<file path="src/rtl/addsub_arbiter_if.sv">
// rtl/addsub_arbiter_if.sv - request, response and adder signal bundle for addsub_arbiter
interface addsub_arbiter_if #(
    parameter int WIDTH = 16
);
    logic             req0_valid;
    logic             req1_valid;
    logic [WIDTH-1:0] req0_a;
    logic [WIDTH-1:0] req0_b;
    logic [WIDTH-1:0] req1_a;
    logic [WIDTH-1:0] req1_b;
    logic             req0_sub;
    logic             req1_sub;
    logic             req0_ack;
    logic             req1_ack;

    logic             rsp_valid;
    logic             rsp_ready;
    logic             rsp_id;
    logic [WIDTH-1:0] rsp_result;
    logic             rsp_cout;
    logic             rsp_err;

    logic             add_en;
    logic             add_cin;
    logic [WIDTH-1:0] add_a;
    logic [WIDTH-1:0] add_b;
    logic [WIDTH-1:0] add_result;
    logic             add_cout;
    logic             add_ready;

    modport master (
        input  req0_valid, req1_valid, req0_a, req0_b, req1_a, req1_b, req0_sub, req1_sub,
        output req0_ack, req1_ack,
        output rsp_valid, rsp_id, rsp_result, rsp_cout, rsp_err,
        input  rsp_ready,
        output add_en, add_cin, add_a, add_b,
        input  add_result, add_cout, add_ready
    );

    modport slave (
        output req0_valid, req1_valid, req0_a, req0_b, req1_a, req1_b, req0_sub, req1_sub,
        input  req0_ack, req1_ack,
        input  rsp_valid, rsp_id, rsp_result, rsp_cout, rsp_err,
        output rsp_ready,
        input  add_en, add_cin, add_a, add_b,
        output add_result, add_cout, add_ready
    );
endinterface

</file>
<file path="src/rtl/addsub_arbiter.sv">
// rtl/addsub_arbiter.sv - two-requester round-robin front end for a shared add/subtract unit
module addsub_arbiter #(
    parameter int WIDTH   = 16,
    parameter int TIMEOUT = 15
) (
    input  logic            clk,
    input  logic            rst_n,
    addsub_arbiter_if.master bus
);
    typedef enum logic [1:0] {
        S_IDLE  = 2'd0,
        S_ISSUE = 2'd1,
        S_WAIT  = 2'd2,
        S_RESP  = 2'd3
    } state_t;

    localparam logic [7:0] CNT_LAST = 8'(TIMEOUT - 1);

    state_t           state_q, state_d;
    logic             last_q, last_d;
    logic             id_q, id_d;
    logic             sub_q, sub_d;
    logic [WIDTH-1:0] a_q, a_d;
    logic [WIDTH-1:0] b_q, b_d;
    logic [WIDTH-1:0] res_q, res_d;
    logic             cout_q, cout_d;
    logic             err_q, err_d;
    logic [7:0]       cnt_q, cnt_d;

    logic             grant_any;
    logic             grant_id;
    logic             ack0;
    logic             ack1;
    logic             add_en;

    // Acks are combinational from valid, so they are gated by reset to stay quiet while it is held.
    always_comb begin
        grant_any = rst_n && (bus.req0_valid || bus.req1_valid);
        if (bus.req0_valid && bus.req1_valid) begin
            grant_id = ~last_q;
        end else begin
            grant_id = bus.req1_valid;
        end
    end

    always_comb begin
        state_d = state_q;
        last_d  = last_q;
        id_d    = id_q;
        sub_d   = sub_q;
        a_d     = a_q;
        b_d     = b_q;
        res_d   = res_q;
        cout_d  = cout_q;
        err_d   = err_q;
        cnt_d   = cnt_q;
        ack0    = 1'b0;
        ack1    = 1'b0;
        add_en  = 1'b0;

        case (state_q)
            S_IDLE: begin
                if (grant_any) begin
                    ack0    = ~grant_id;
                    ack1    = grant_id;
                    last_d  = grant_id;
                    id_d    = grant_id;
                    a_d     = grant_id ? bus.req1_a   : bus.req0_a;
                    b_d     = grant_id ? bus.req1_b   : bus.req0_b;
                    sub_d   = grant_id ? bus.req1_sub : bus.req0_sub;
                    state_d = S_ISSUE;
                end
            end
            S_ISSUE: begin
                // add_ready may still reflect the previous operation here, so it is not looked at.
                add_en  = 1'b1;
                cnt_d   = 8'd0;
                state_d = S_WAIT;
            end
            S_WAIT: begin
                add_en = 1'b1;
                if (bus.add_ready) begin
                    res_d   = bus.add_result;
                    cout_d  = bus.add_cout;
                    err_d   = 1'b0;
                    state_d = S_RESP;
                end else if (cnt_q == CNT_LAST) begin
                    res_d   = '0;
                    cout_d  = 1'b0;
                    err_d   = 1'b1;
                    state_d = S_RESP;
                end else begin
                    cnt_d = cnt_q + 8'd1;
                end
            end
            S_RESP: begin
                if (bus.rsp_ready) begin
                    state_d = S_IDLE;
                end
            end
            default: state_d = S_IDLE;
        endcase
    end

    // last_q resets to 1 so the first simultaneous request goes to req0.
    always_ff @(posedge clk or negedge rst_n) begin
        if (!rst_n) begin
            state_q <= S_IDLE;
            last_q  <= 1'b1;
            id_q    <= 1'b0;
            sub_q   <= 1'b0;
            a_q     <= '0;
            b_q     <= '0;
            res_q   <= '0;
            cout_q  <= 1'b0;
            err_q   <= 1'b0;
            cnt_q   <= 8'd0;
        end else begin
            state_q <= state_d;
            last_q  <= last_d;
            id_q    <= id_d;
            sub_q   <= sub_d;
            a_q     <= a_d;
            b_q     <= b_d;
            res_q   <= res_d;
            cout_q  <= cout_d;
            err_q   <= err_d;
            cnt_q   <= cnt_d;
        end
    end

    assign bus.req0_ack   = ack0;
    assign bus.req1_ack   = ack1;
    assign bus.rsp_valid  = (state_q == S_RESP);
    assign bus.rsp_id     = id_q;
    assign bus.rsp_result = res_q;
    assign bus.rsp_cout   = cout_q;
    assign bus.rsp_err    = err_q;
    assign bus.add_en     = add_en;
    assign bus.add_cin    = sub_q;
    assign bus.add_a      = a_q;
    assign bus.add_b      = b_q;
endmodule

</file>
<file path="src/flat_wrapper.sv">
// flat-port wrapper written by rule: the top's interface ports become plain ports
module addsub_arbiter_flat 
#(
    parameter int WIDTH   = 16,
    parameter int TIMEOUT = 15
)
  (clk, rst_n, bus_req0_valid, bus_req1_valid, bus_req0_a, bus_req0_b, bus_req1_a, bus_req1_b, bus_req0_sub, bus_req1_sub, bus_req0_ack, bus_req1_ack, bus_rsp_valid, bus_rsp_id, bus_rsp_result, bus_rsp_cout, bus_rsp_err, bus_rsp_ready, bus_add_en, bus_add_cin, bus_add_a, bus_add_b, bus_add_result, bus_add_cout, bus_add_ready);
  addsub_arbiter_if #(.WIDTH(WIDTH)) bus_i ();
  input  logic clk;
  input  logic rst_n;
  input wire logic [$bits(bus_i.req0_valid)-1:0] bus_req0_valid;
  input wire logic [$bits(bus_i.req1_valid)-1:0] bus_req1_valid;
  input wire logic [$bits(bus_i.req0_a)-1:0] bus_req0_a;
  input wire logic [$bits(bus_i.req0_b)-1:0] bus_req0_b;
  input wire logic [$bits(bus_i.req1_a)-1:0] bus_req1_a;
  input wire logic [$bits(bus_i.req1_b)-1:0] bus_req1_b;
  input wire logic [$bits(bus_i.req0_sub)-1:0] bus_req0_sub;
  input wire logic [$bits(bus_i.req1_sub)-1:0] bus_req1_sub;
  output wire logic [$bits(bus_i.req0_ack)-1:0] bus_req0_ack;
  output wire logic [$bits(bus_i.req1_ack)-1:0] bus_req1_ack;
  output wire logic [$bits(bus_i.rsp_valid)-1:0] bus_rsp_valid;
  output wire logic [$bits(bus_i.rsp_id)-1:0] bus_rsp_id;
  output wire logic [$bits(bus_i.rsp_result)-1:0] bus_rsp_result;
  output wire logic [$bits(bus_i.rsp_cout)-1:0] bus_rsp_cout;
  output wire logic [$bits(bus_i.rsp_err)-1:0] bus_rsp_err;
  input wire logic [$bits(bus_i.rsp_ready)-1:0] bus_rsp_ready;
  output wire logic [$bits(bus_i.add_en)-1:0] bus_add_en;
  output wire logic [$bits(bus_i.add_cin)-1:0] bus_add_cin;
  output wire logic [$bits(bus_i.add_a)-1:0] bus_add_a;
  output wire logic [$bits(bus_i.add_b)-1:0] bus_add_b;
  input wire logic [$bits(bus_i.add_result)-1:0] bus_add_result;
  input wire logic [$bits(bus_i.add_cout)-1:0] bus_add_cout;
  input wire logic [$bits(bus_i.add_ready)-1:0] bus_add_ready;
  assign bus_i.req0_valid = bus_req0_valid;
  assign bus_i.req1_valid = bus_req1_valid;
  assign bus_i.req0_a = bus_req0_a;
  assign bus_i.req0_b = bus_req0_b;
  assign bus_i.req1_a = bus_req1_a;
  assign bus_i.req1_b = bus_req1_b;
  assign bus_i.req0_sub = bus_req0_sub;
  assign bus_i.req1_sub = bus_req1_sub;
  assign bus_req0_ack = bus_i.req0_ack;
  assign bus_req1_ack = bus_i.req1_ack;
  assign bus_rsp_valid = bus_i.rsp_valid;
  assign bus_rsp_id = bus_i.rsp_id;
  assign bus_rsp_result = bus_i.rsp_result;
  assign bus_rsp_cout = bus_i.rsp_cout;
  assign bus_rsp_err = bus_i.rsp_err;
  assign bus_i.rsp_ready = bus_rsp_ready;
  assign bus_add_en = bus_i.add_en;
  assign bus_add_cin = bus_i.add_cin;
  assign bus_add_a = bus_i.add_a;
  assign bus_add_b = bus_i.add_b;
  assign bus_i.add_result = bus_add_result;
  assign bus_i.add_cout = bus_add_cout;
  assign bus_i.add_ready = bus_add_ready;
  addsub_arbiter #(.WIDTH(WIDTH), .TIMEOUT(TIMEOUT)) u_core (.clk(clk), .rst_n(rst_n), .bus(bus_i));
endmodule
</file>
<file path="config.mk">
export PLATFORM = sky130hd
export DESIGN_NAME = addsub_arbiter_flat
export DESIGN_NICKNAME = d
export VERILOG_FILES = /design/src/rtl/addsub_arbiter_if.sv /design/src/rtl/addsub_arbiter.sv /design/src/flat_wrapper.sv
export SDC_FILE = /design/constraint.sdc
export NUM_CORES = 1
export LEC_CHECK = 0
export BUFFER_PORTS_ARGS = -buffer_cell sky130_fd_sc_hd__buf_2
export CORE_MARGIN = 8
export CORE_UTILIZATION = 49
export DETAILED_ROUTE_END_ITERATION = 7
export GPL_TIMING_DRIVEN = 0
export PLACE_DENSITY = 0.89
export SYNTH_ARGS = -nofsm -noshare
export SYNTH_HDL_FRONTEND = slang
export SYNTH_SLANG_ARGS = --single-unit
</file>
<file path="constraint.sdc">
create_clock -name clk -period 4.7 [get_ports clk]
set_input_delay 0.94 -clock clk [delete_from_list [all_inputs] [get_ports clk]]
set_output_delay 0.94 -clock clk [all_outputs]
set_load 0.03 [all_outputs]
</file>
**After elaboration in Yosys (flattened, before gate mapping)**

Cells that the tools add are included.

- Flip-flop bits (word level): 63
- Bits of input ports: 89
- Output and inout port bits: 56
- Logic and storage cells: 56

- Add/sub/neg operators: 1
- Eq/ne operators: 9
- Multiplexer cells: 23
- Bitwise logic cells: 2
- Reductions and logical operators: 11

Operator list:

| operator | count |
|---|---|
| $mux W16 | 4 |
| $mux W8 | 2 |
| $pmux W8 S2 | 1 |
| $mux W1 | 11 |
| $add A8 B1 Y8 const B | 1 |
| $eq A8 B4 Y1 const B | 1 |
| $mux W2 | 4 |
| $pmux W2 S4 | 1 |
| $reduce_and A3 Y1 | 2 |
| $eq A2 B2 Y1 const B | 2 |
| $ne A2 B1 Y1 const B | 2 |
| $ne A2 B2 Y1 const B | 2 |
| $reduce_and A2 Y1 | 2 |
| $reduce_bool A2 Y1 | 2 |
| $ne A3 B2 Y1 const B | 1 |
| $eq A2 B1 Y1 const B | 1 |
| $logic_and A1 B1 Y1 | 2 |
| $logic_not A2 Y1 | 1 |
| $not A1 Y1 | 2 |
| $reduce_or A2 Y1 | 1 |
| $logic_or A1 B1 Y1 | 1 |

**Longest topological paths before layout**

Gate-level depths: netlist of the first run.

- Depth in word-level cells: 5
- Depth in mapped cells: 7
- Mapped depth without buffers: 6

**Worst setup path after synthesis of the first run**

Ideal clock, no wire load.

- Path kind: input -> output
- Start point: input bus_req1_valid
- End point: output bus_req0_ack
- Arrival time: 1.833 ns
- Required time: 3.760 ns
- Setup slack: 1.927 ns
- Stages: 4
- Buffers on the path: 2
- Cells stage by stage: a21boi_1 > buf_2 > buf_4 > nor2_1

- Longest elaborated chain between the ends: 5
- Elaborated cells on any way between the ends: 7
- Those cells by class: mux (3); bitwise (1); reduce/logical (3)

RTL lines:

| item | RTL line | text |
|---|---|---|
| from (decl) | flat_wrapper.sv:12 | `input wire logic [$bits(bus_i.req1_valid)-1:0] bus_req1_valid;` |
| $logic_and A1 B1 Y1 | addsub_arbiter.sv:39 | `if (bus.req0_valid && bus.req1_valid) begin` |
| $mux W1 | addsub_arbiter.sv:39 |  |
| $not A1 Y1 | addsub_arbiter.sv:64 | `ack0 = ~grant_id;` |
| $mux W1 (*) | addsub_arbiter.sv:63 | `if (grant_any) begin` |
| $mux W1 (*) | addsub_arbiter.sv:61 | `case (state_q)` |
| to (decl) | flat_wrapper.sv:19 | `output wire logic [$bits(bus_i.req0_ack)-1:0] bus_req0_ack;` |

Mark *: on every way between the ends. The rest lies on a longest branch, timed or not.

**Worst setup path after layout of the first run**

- Start point: input rst_n
- End point: output bus_req1_ack

- Longest elaborated chain between the ends: 3

RTL lines:

| item | RTL line | text |
|---|---|---|
| from (decl) | flat_wrapper.sv:10 | `input logic rst_n;` |
| $logic_and A1 B1 Y1 | addsub_arbiter.sv:38 | `grant_any = rst_n && (bus.req0_valid \|\| bus.req1_valid);` |
| $mux W1 | addsub_arbiter.sv:63 |  |
| $mux W1 | addsub_arbiter.sv:61 |  |
| to (decl) | flat_wrapper.sv:20 | `output wire logic [$bits(bus_i.req1_ack)-1:0] bus_req1_ack;` |

Every way passes these cells.

==> results of run 1 <==
-- Yosys cell counts (all sizes together) (2+ instances only) --
cell type	count	area (um^2)
a21o	4	30.0
a21oi	3	26.3
a22o	18	158
buf	8	56.3
clkbuf	8	30.0
dfrtp	62	1550
ha	7	87.6
inv	9	33.8
mux2	2	22.5
mux2i	33	330
nand2	41	154
nand3	2	10.0
nor2	5	21.3
nor3	3	15.0
nor3b	3	22.5
o21ai	37	189
o311ai	2	17.5
xor2	3	26.3
-- cell families after synthesis --
family | after synthesis
xor gates and xnor gates | 3
and+or+nand+nor | 62
DFF | 63
adders and majority gates | 7
AOI/OAI and AO/OA | 70
muxes | 35
buffers and inverters | 25
-- worst min-delay path, stage by stage (launching register included) --
cell and delay, ps:
dfstp_2 370, nand2_1 50, nand2_1 50
-- registers in the layout (all words and copies together) (netlist names), 2 cells and up --
register and count:
u_core.bus.add_a 16, u_core.bus.add_b 16, u_core.bus.rsp_result 16, u_core.cnt_q 8, u_core.state_q 2
-- per-stage QoR --
| stage | utilization, % | cells |
|---|---|---|
| 6_report | 67.9 | 500 |
| 5_1_grt | 67.9 | 500 |
| 3_5_place_dp | 64.2 | 484 |
| 2_1_floorplan | - | 265 |
| 4_1_cts | 67.9 | 500 |
| 3_3_place_gp | 64.2 | 484 |
-- area by class of cell --
class | instances | area, um^2 | area share (%)
sequential | 63 | 1580 | 39.7
multi-input combinational | 177 | 1240 | 31.3
timing repair buffer | 144 | 723 | 18.2
clock buffer | 12 | 145 | 3.65
tap | 75 | 93.8 | 2.36
buffer | 16 | 86.3 | 2.17
clock inverter | 4 | 70.1 | 1.76
inverter | 9 | 33.8 | 0.850
-- final timing paths --
kind	startpoint	endpoint	slack [ps]	cells past startpoint
min reg2reg	u_core.last_q	u_core.last_q	470	2
max in group asynchronous	rst_n	u_core.bus.add_b[11]	3490	1
min in group asynchronous	rst_n	u_core.cnt_q[2]	680	1
min	u_core.last_q	u_core.last_q	470	2
max reg2reg	u_core.state_q[0]	u_core.cnt_q[0]	2710	7
max	rst_n	bus_req1_ack	1050	7
-- where the power goes --
group,internal [W],switching (W)
Clock,0.000312,0.000197
Sequential,0.000773,0.000131
Combinational,0.000419,0.000868
Total,0.00150,0.00120
-- metal layers --
layer	vias to the layer above	GRT usage, %	wire length (um)
li1	1246	-	-
met1	1168	21.0	3350
met2	121	31.6	4060
met3	6	8.25	821
met4	0	6.31	65
met5	-	0	0
==> impl_metrics.yaml, run 1 <==
clock_tree:
  clock-sinks: 63
  cts-root-buf: "clkbuf_8"
  numCtsBuffers: 9
  cts_tree: "built"
  clock_insertion_delay_worst_skew_ps: 320
  hold_buffers: 0
  clockBufferDepth: 2
  cts-htree-levels: 3
  cts.reportedPaths.clkPinSlew_ps: 70
  cts_repair_resize_count: 0
  cts_setup_buffers: 0
die:
  fp.dieH_um: 93.5
  core_mm2: 0.00585
  fp.dieW_um: 93.5
  start_util_pct: 50.3
  ios: 145
  row_count: 28
  die_area_mm2: 0.00874
critical_path:
  crit_fanout: 65
  criticalPathCategory: "input port to output pin"
  critical-path-max-stage-delay_ps: 580
  cpLargestDelayFamily: "buffers and inverters"
  cp.required_ps: 3760
  critPathBufInv: 5
  crit_path_end_kind: "output pin"
  worst_ep_arrival_time_ps: 2710
  start_kind: "input port"
  crit_chain: "buf_4 -> o211ai_1 -> buf_2 -> inv_2 -> nand2_1 -> inv_2 -> buf_2"
  worst_path_max_delay_cell: "buf_4"
run:
  drv_cap: 0
cells_and_area:
  drive_gt1_share_pct: 41.2
  fillers: 461
  nets: 516
  area.growth.synth_to_final_pct: 35.1
  diodes: 0
  layout_common_cells: "146 x buf_2, 62 x dfrtp_1, 41 x nand2_1"
  finalInstanceArea_mm2: 0.00397
  layout_commonest_cell: "buf_2"
power:
  powerDensity_mw_per_mm2: 679
  power.total_w: 0.00270
  p_leak_nw: 2.20
  peakVddDrop_mv: 0.371
synthesis:
  ys.flop_type: "dfrtp_1"
  synthAdderAreaFrac_pct: 2.98
  synth_top_family_by_area: "compound AO/OA/AOI/OAI gates"
  synth_edf_count: 0
  async_flop_share_pct: 100
  netlist_area_mm2: 0.00294
  yosys.area_share.simple_pct: 10.2
  avgSynthCellArea_um2: 11.1
  synthCells: 265
  ys_seq_elements: 63
  synth_compound_area_share_pct: 16.2
  synth_nets: 361
  ys_types: 41
  synth_xor_area_share_pct: 0.894
  synth.area.mux_share_pct: 12.0
  synth-warning-count: 0
  ys_seq_area_share_pct: 53.7
min_path:
  min_path_type: "register to register"
global_route:
  grt_pass1_vias: 2785
  grt_max_degree: 66
  antenna_found_initial: 0
  overflow: 0
  grt_first_pass_wirelength_um: 13100
  track_usage_pct: 18.9
route:
  routed_wl_um: 8300
  drt_iter0_markers: 97
  drc: 0
  num_vias: 2541
  via_per_inst: 5.08
  antenna_left: 0
  wl_per_cell_um: 16.6
  detail_route.first_pass.iterations: 4
sta:
  timing.final.crit_share_pct: 77.6
  rsz0062_at_grt: "false"
  maxSlewViolCount: 0
  hold_ws_ps: 471
  setup_tns_ps: 0
  layout_setup_ws_ps: 1050
  finClkSkew_ps: 10.5
  period_minus_slack_ps: 3650
  slew_headroom_pct: 47.9
  hold_violations: 0
  fmax_mhz: 274
  setup_violations: 0
  max_slew.worst_pin.slew_ps: 781
outcome:
  outcome: "completed"
placed_design:
  place_ws_ps: 362
  dpl.hpwl_um: 6530
  io_buffers: 144
  place_congestion: 0.877
  place_area_mm2: 0.00375
No activity file was read; power rests on OpenSTA's default activity.
==> run 2: changes to the inputs <==
Settings changed: CORE_UTILIZATION 49 to 41, PLACE_DENSITY 0.89 to 0.8.
Clock period 4.7 ns to 2.9 ns, I/O delays scaled along.
==> run 2 against run 1 <==
Compared with the run above:
- global-route usage down 2.3 points
- clock power is 30% higher
- clock skew about the same
- power up 56%
==> impl_metrics.yaml, run 2 (synthesis gave the netlist of run 1 again) <==
outcome:
  outcome: "completed"
cells_and_area:
  area.growth.synth_to_final_pct: 34.7
  final-instance-count-excl-fill: 524
  nets: 516
  diodes: 0
  finalInstanceArea_mm2: 0.00396
  layout_common_cells: "146 x buf_2, 62 x dfrtp_1, 41 x nand2_1"
  drive_gt1_share_pct: 41.2
  post-route-util_pct: 55.8
  layout_commonest_cell: "buf_2"
power:
  power_frac_seq_pct: 35.0
  pwr-share-clk_pct: 15.8
  power.total_w: 0.00420
  powerDensity_mw_per_mm2: 1060
  peakVddDrop_mv: 0.521
  p_leak_nw: 2.18
  power.switching_w: 0.00194
  p_int_w: 0.00226
  swShare_pct: 46.2
  p_comb_share_pct: 49.2
critical_path:
  criticalPathCategory: "input port to output pin"
  ff2ff_setup_slack_ps: 940
  start_kind: "input port"
  crit_fanout: 65
  r2r_end: "u_core.cnt_q[0]"
  crit_path_end_kind: "output pin"
  worst_ep_arrival_time_ps: 2040
  cp.required_ps: 2320
  crit-reg2reg-launch: "u_core.state_q[0]"
  rr_worst_depth: 7
route:
  drc: 0
  wl_per_cell_um: 15.5
  detail_route.first_pass.iterations: 4
  via_per_inst: 4.87
  antenna_left: 0
  num_vias: 2550
  routed_wl_um: 8110
  drt_iter0_markers: 58
sta:
  rsz0062_at_grt: "false"
  hold_violations: 0
  period_minus_slack_ps: 2620
  timing.final.crit_share_pct: 90.3
  finClkSkew_ps: 10.7
  maxSlewViolCount: 0
  slew_headroom_pct: 64.4
  setup_violations: 0
  max_slew.worst_pin.slew_ps: 531
  fmax_mhz: 382
  hold_ws_ps: 224
die:
  fp.dieH_um: 101
  row_count: 31
  core_mm2: 0.00710
  fp.dieW_um: 101
  die_area_mm2: 0.0101
  start_util_pct: 41.4
  ios: 145
run:
  drv_cap: 0
clock_tree:
  numCtsBuffers: 9
  cts_tree: "built"
  hold_buffers: 0
  cts-root-buf: "clkbuf_8"
  clock_insertion_delay_worst_skew_ps: 340
  clock-sinks: 63
  cts_setup_buffers: 0
  cts.reportedPaths.clkPinSlew_ps: 70
  clockBufferDepth: 2
  cts-htree-levels: 3
global_route:
  grt_max_degree: 66
  grt_pass1_vias: 2807
  antenna_found_initial: 0
  track_usage_pct: 16.6
  grt_first_pass_wirelength_um: 13300
  overflow: 0
min_path:
  min_path_type: "input port to asynchronous set/reset pin"
placed_design:
  place_area_mm2: 0.00378
  place_congestion: 0.834
  dpl.hpwl_um: 6250
  io_buffers: 144
  dpl.cell_count: 508
-- run 2: worst max path at each step --
stage               slack [ps]      startpoint  depth (start not counted)      endpoint
floorplan                  850  bus_req1_valid                          4  bus_req0_ack
global placement          -620           rst_n                          7  bus_req1_ack
detailed placement        -710           rst_n                          7  bus_req1_ack
CTS                        130           rst_n                          7  bus_req1_ack
global route                30           rst_n                          7  bus_req1_ack
finish                     280           rst_n                          7  bus_req1_ack
-- run 2: critical path: stages --
cell	delay, ps
clkbuf_8	420
o211ai_1	350
buf_2	290
inv_2	60
nand2_1	90
inv_2	50
buf_2	180
-- run 2: routing by layer --
metal	global-route usage (%)	part of all wire, %	vias up
met5	0	0	-
met1	19.7	43	1176
met2	25.7	45	113
met3	7.11	9.7	15
li1	-	-	1246
met4	7.09	2.0	0
-- run 2: stage by stage --
step | setup TNS (ps) | worst slack, ps
floorplan | 0 | 847
global placement | -1180 | -617
detailed placement | -3450 | -708
CTS | 0 | 133
global route | 0 | 28.7
finish | 0 | 280
-- run 2: area by class of cell --
class	instances	area [um^2]
Timing Repair Buffer	144	729
Multi-Input combinational cell	177	1240
Clock inverter	4	22.5
Tap cell	99	124
Clock buffer	12	145
Buffer	16	86.3
Sequential cell	63	1580
Inverter	9	33.8
Fill cell	632	3140
-- run 2: power by group through the flow --
stage                     combinational, W  sequential (W)  clock [W]
after floorplan                   0.000789         0.00211          0
after global placement             0.00204         0.00147          0
after detailed placement           0.00210         0.00147          0
after CTS                          0.00210         0.00147   0.000681
after global routing               0.00224         0.00152   0.000732
final                              0.00207         0.00147   0.000661
-- run 2: what timing repair did --
item,CTS,global route
gates resized for setup,2,1
gates cloned,0,0
setup endpoints to repair,2,2
==> run 3: changes to the inputs <==
Settings changed: CTS_CLUSTER_SIZE from default to 16, PLACE_DENSITY 0.8 to 0.76.
==> run 3 against run 2 <==
Compared with the run above:
- clock skew shrank 3.2 ps
- die area is the same
- via count shrank 2.1%
- global-route usage shrank 0.91 points
- non-clock buffer count is the same
- first-iteration DRC count shrank 26%
- sequential power is essentially flat
- worst setup slack lost 12 ps
- routed wire length shrank 3.9%
- count of clock-buffer cells in the layout is the same
- hold slack lost 2.0 ps
- critical path depth is the same
- critical endpoint unchanged
- highest routed layer unchanged
==> impl_metrics.yaml, run 3 (synthesis gave the netlist of run 1 again) <==
power:
  peakVddDrop_mv: 0.456
  power_frac_seq_pct: 32.9
  p_int_w: 0.00254
  p_comb_share_pct: 46.1
  powerDensity_mw_per_mm2: 1100
  pwr-share-clk_pct: 21.0
  power.switching_w: 0.00191
  swShare_pct: 42.9
  p_leak_nw: 2.22
  power.total_w: 0.00445
route:
  wl_per_cell_um: 14.9
  antenna_left: 0
  routed_wl_um: 7790
  num_vias: 2497
  detail_route.first_pass.iterations: 4
  drc: 0
  drt_iter0_markers: 43
  via_per_inst: 4.77
critical_path:
  crit_path_end_kind: "output pin"
  cp.required_ps: 2320
  ff2ff_setup_slack_ps: 980
  criticalPathCategory: "input port to output pin"
  worst_ep_arrival_time_ps: 2050
  start_kind: "input port"
  crit_fanout: 65
  rr_worst_depth: 7
clock_tree:
  clockBufferDepth: 2
  clock_insertion_delay_worst_skew_ps: 330
  hold_buffers: 0
  cts.reportedPaths.clkPinSlew_ps: 70
  cts-htree-levels: 3
  cts_tree: "built"
  numCtsBuffers: 9
  clock-sinks: 63
  cts-root-buf: "clkbuf_8"
global_route:
  grt_max_degree: 66
  grt_first_pass_wirelength_um: 12600
  grt_pass1_vias: 2718
  antenna_found_initial: 0
  track_usage_pct: 15.7
  overflow: 0
placed_design:
  place_area_mm2: 0.00378
  dpl.hpwl_um: 6160
  io_buffers: 144
  place_congestion: 0.837
  dpl.cell_count: 508
sta:
  setup_violations: 0
  period_minus_slack_ps: 2630
  timing.final.crit_share_pct: 90.7
  rsz0062_at_grt: "false"
  max_slew.worst_pin.slew_ps: 561
  fmax_mhz: 380
  finClkSkew_ps: 7.51
  slew_headroom_pct: 62.6
  hold_violations: 0
  hold_ws_ps: 222
  maxSlewViolCount: 0
cells_and_area:
  area.growth.synth_to_final_pct: 37.3
  drive_gt1_share_pct: 41.3
  final-instance-count-excl-fill: 523
  finalInstanceArea_mm2: 0.00404
  layout_common_cells: "146 x buf_2, 62 x dfrtp_1, 41 x nand2_1"
  diodes: 0
  fillers: 647
  layout_commonest_cell: "buf_2"
  nets: 516
die:
  row_count: 31
  ios: 145
  fp.dieW_um: 101
  start_util_pct: 41.4
  fp.dieH_um: 101
  die_area_mm2: 0.0101
  core_mm2: 0.00710
outcome:
  outcome: "completed"
run:
  drv_cap: 0
min_path:
  min_path_type: "input port to asynchronous set/reset pin"
run 3: cell types whose count changed in the layout (fill, tap and decap cells not counted):
cell        change
bufinv_16       +3
clkbuf_1        -1
clkinv_2        -3
buf_6           +1
clkinvlp_4      -1
run 3: final timing paths:
check	endpoint	startpoint
worst max-delay path	bus_req1_ack	rst_n
worst min-delay path	u_core.bus.rsp_result[1]	rst_n
worst max register to register	u_core.cnt_q[0]	u_core.state_q[0]
worst min register to register	u_core.last_q	u_core.last_q
max in group asynchronous	u_core.bus.add_a[12]	rst_n
min in group clk	u_core.last_q	u_core.last_q
run 3: layout make-up:
type	instances	area [um^2]	share of cell area [%]
Sequential cell	63	1580	39.1
Multi-Input combinational cell	177	1240	30.8
Timing Repair Buffer	144	727	18.0
Clock buffer	12	155	3.84
Tap cell	99	124	3.07
Clock inverter	3	90.1	2.23
Buffer	16	86.3	2.14
Inverter	9	33.8	0.837
run 3: power by group through the flow:
stage / registers [W] / logic, W / clock network, W
2_1_floorplan: 0.00211 / 0.000789 / 0
6_report: 0.00146 / 0.00205 / 0.000935
3_3_place_gp: 0.00146 / 0.00205 / 0
5_1_grt: 0.00151 / 0.00223 / 0.000998
3_5_place_dp: 0.00147 / 0.00209 / 0
4_1_cts: 0.00146 / 0.00209 / 0.000955
run 3: per-layer routing:
layer / global-route usage, % / vias up / wire length (um)
met2: 23.6 / 121 / 3350
met4: 7.67 / 0 / 147
met5: 0 / - / 0
met1: 18.1 / 1113 / 3330
met3: 7.94 / 13 / 965
li1: - / 1250 / -
run 3: repair_timing:
item / in CTS / in global routing
setup endpoints to repair: 2 / 0
resized for setup: 2 / 0
setup buffers: 0 / 0
run 3: critical path, stage by stage:
cell and delay, ps:
buf_6 430, o211ai_1 350, buf_2 280, inv_2 60, nand2_1 80, inv_2 60, buf_2 190
run 3: through the flow:
stage	worst slack (ps)	setup TNS [ps]	util, %
global route	42.0	0	56.9
global placement	-604	-1160	53.3
finish	268	0	56.9
CTS	183	0	56.9
detailed placement	-628	-1290	53.3
floorplan	847	0	-
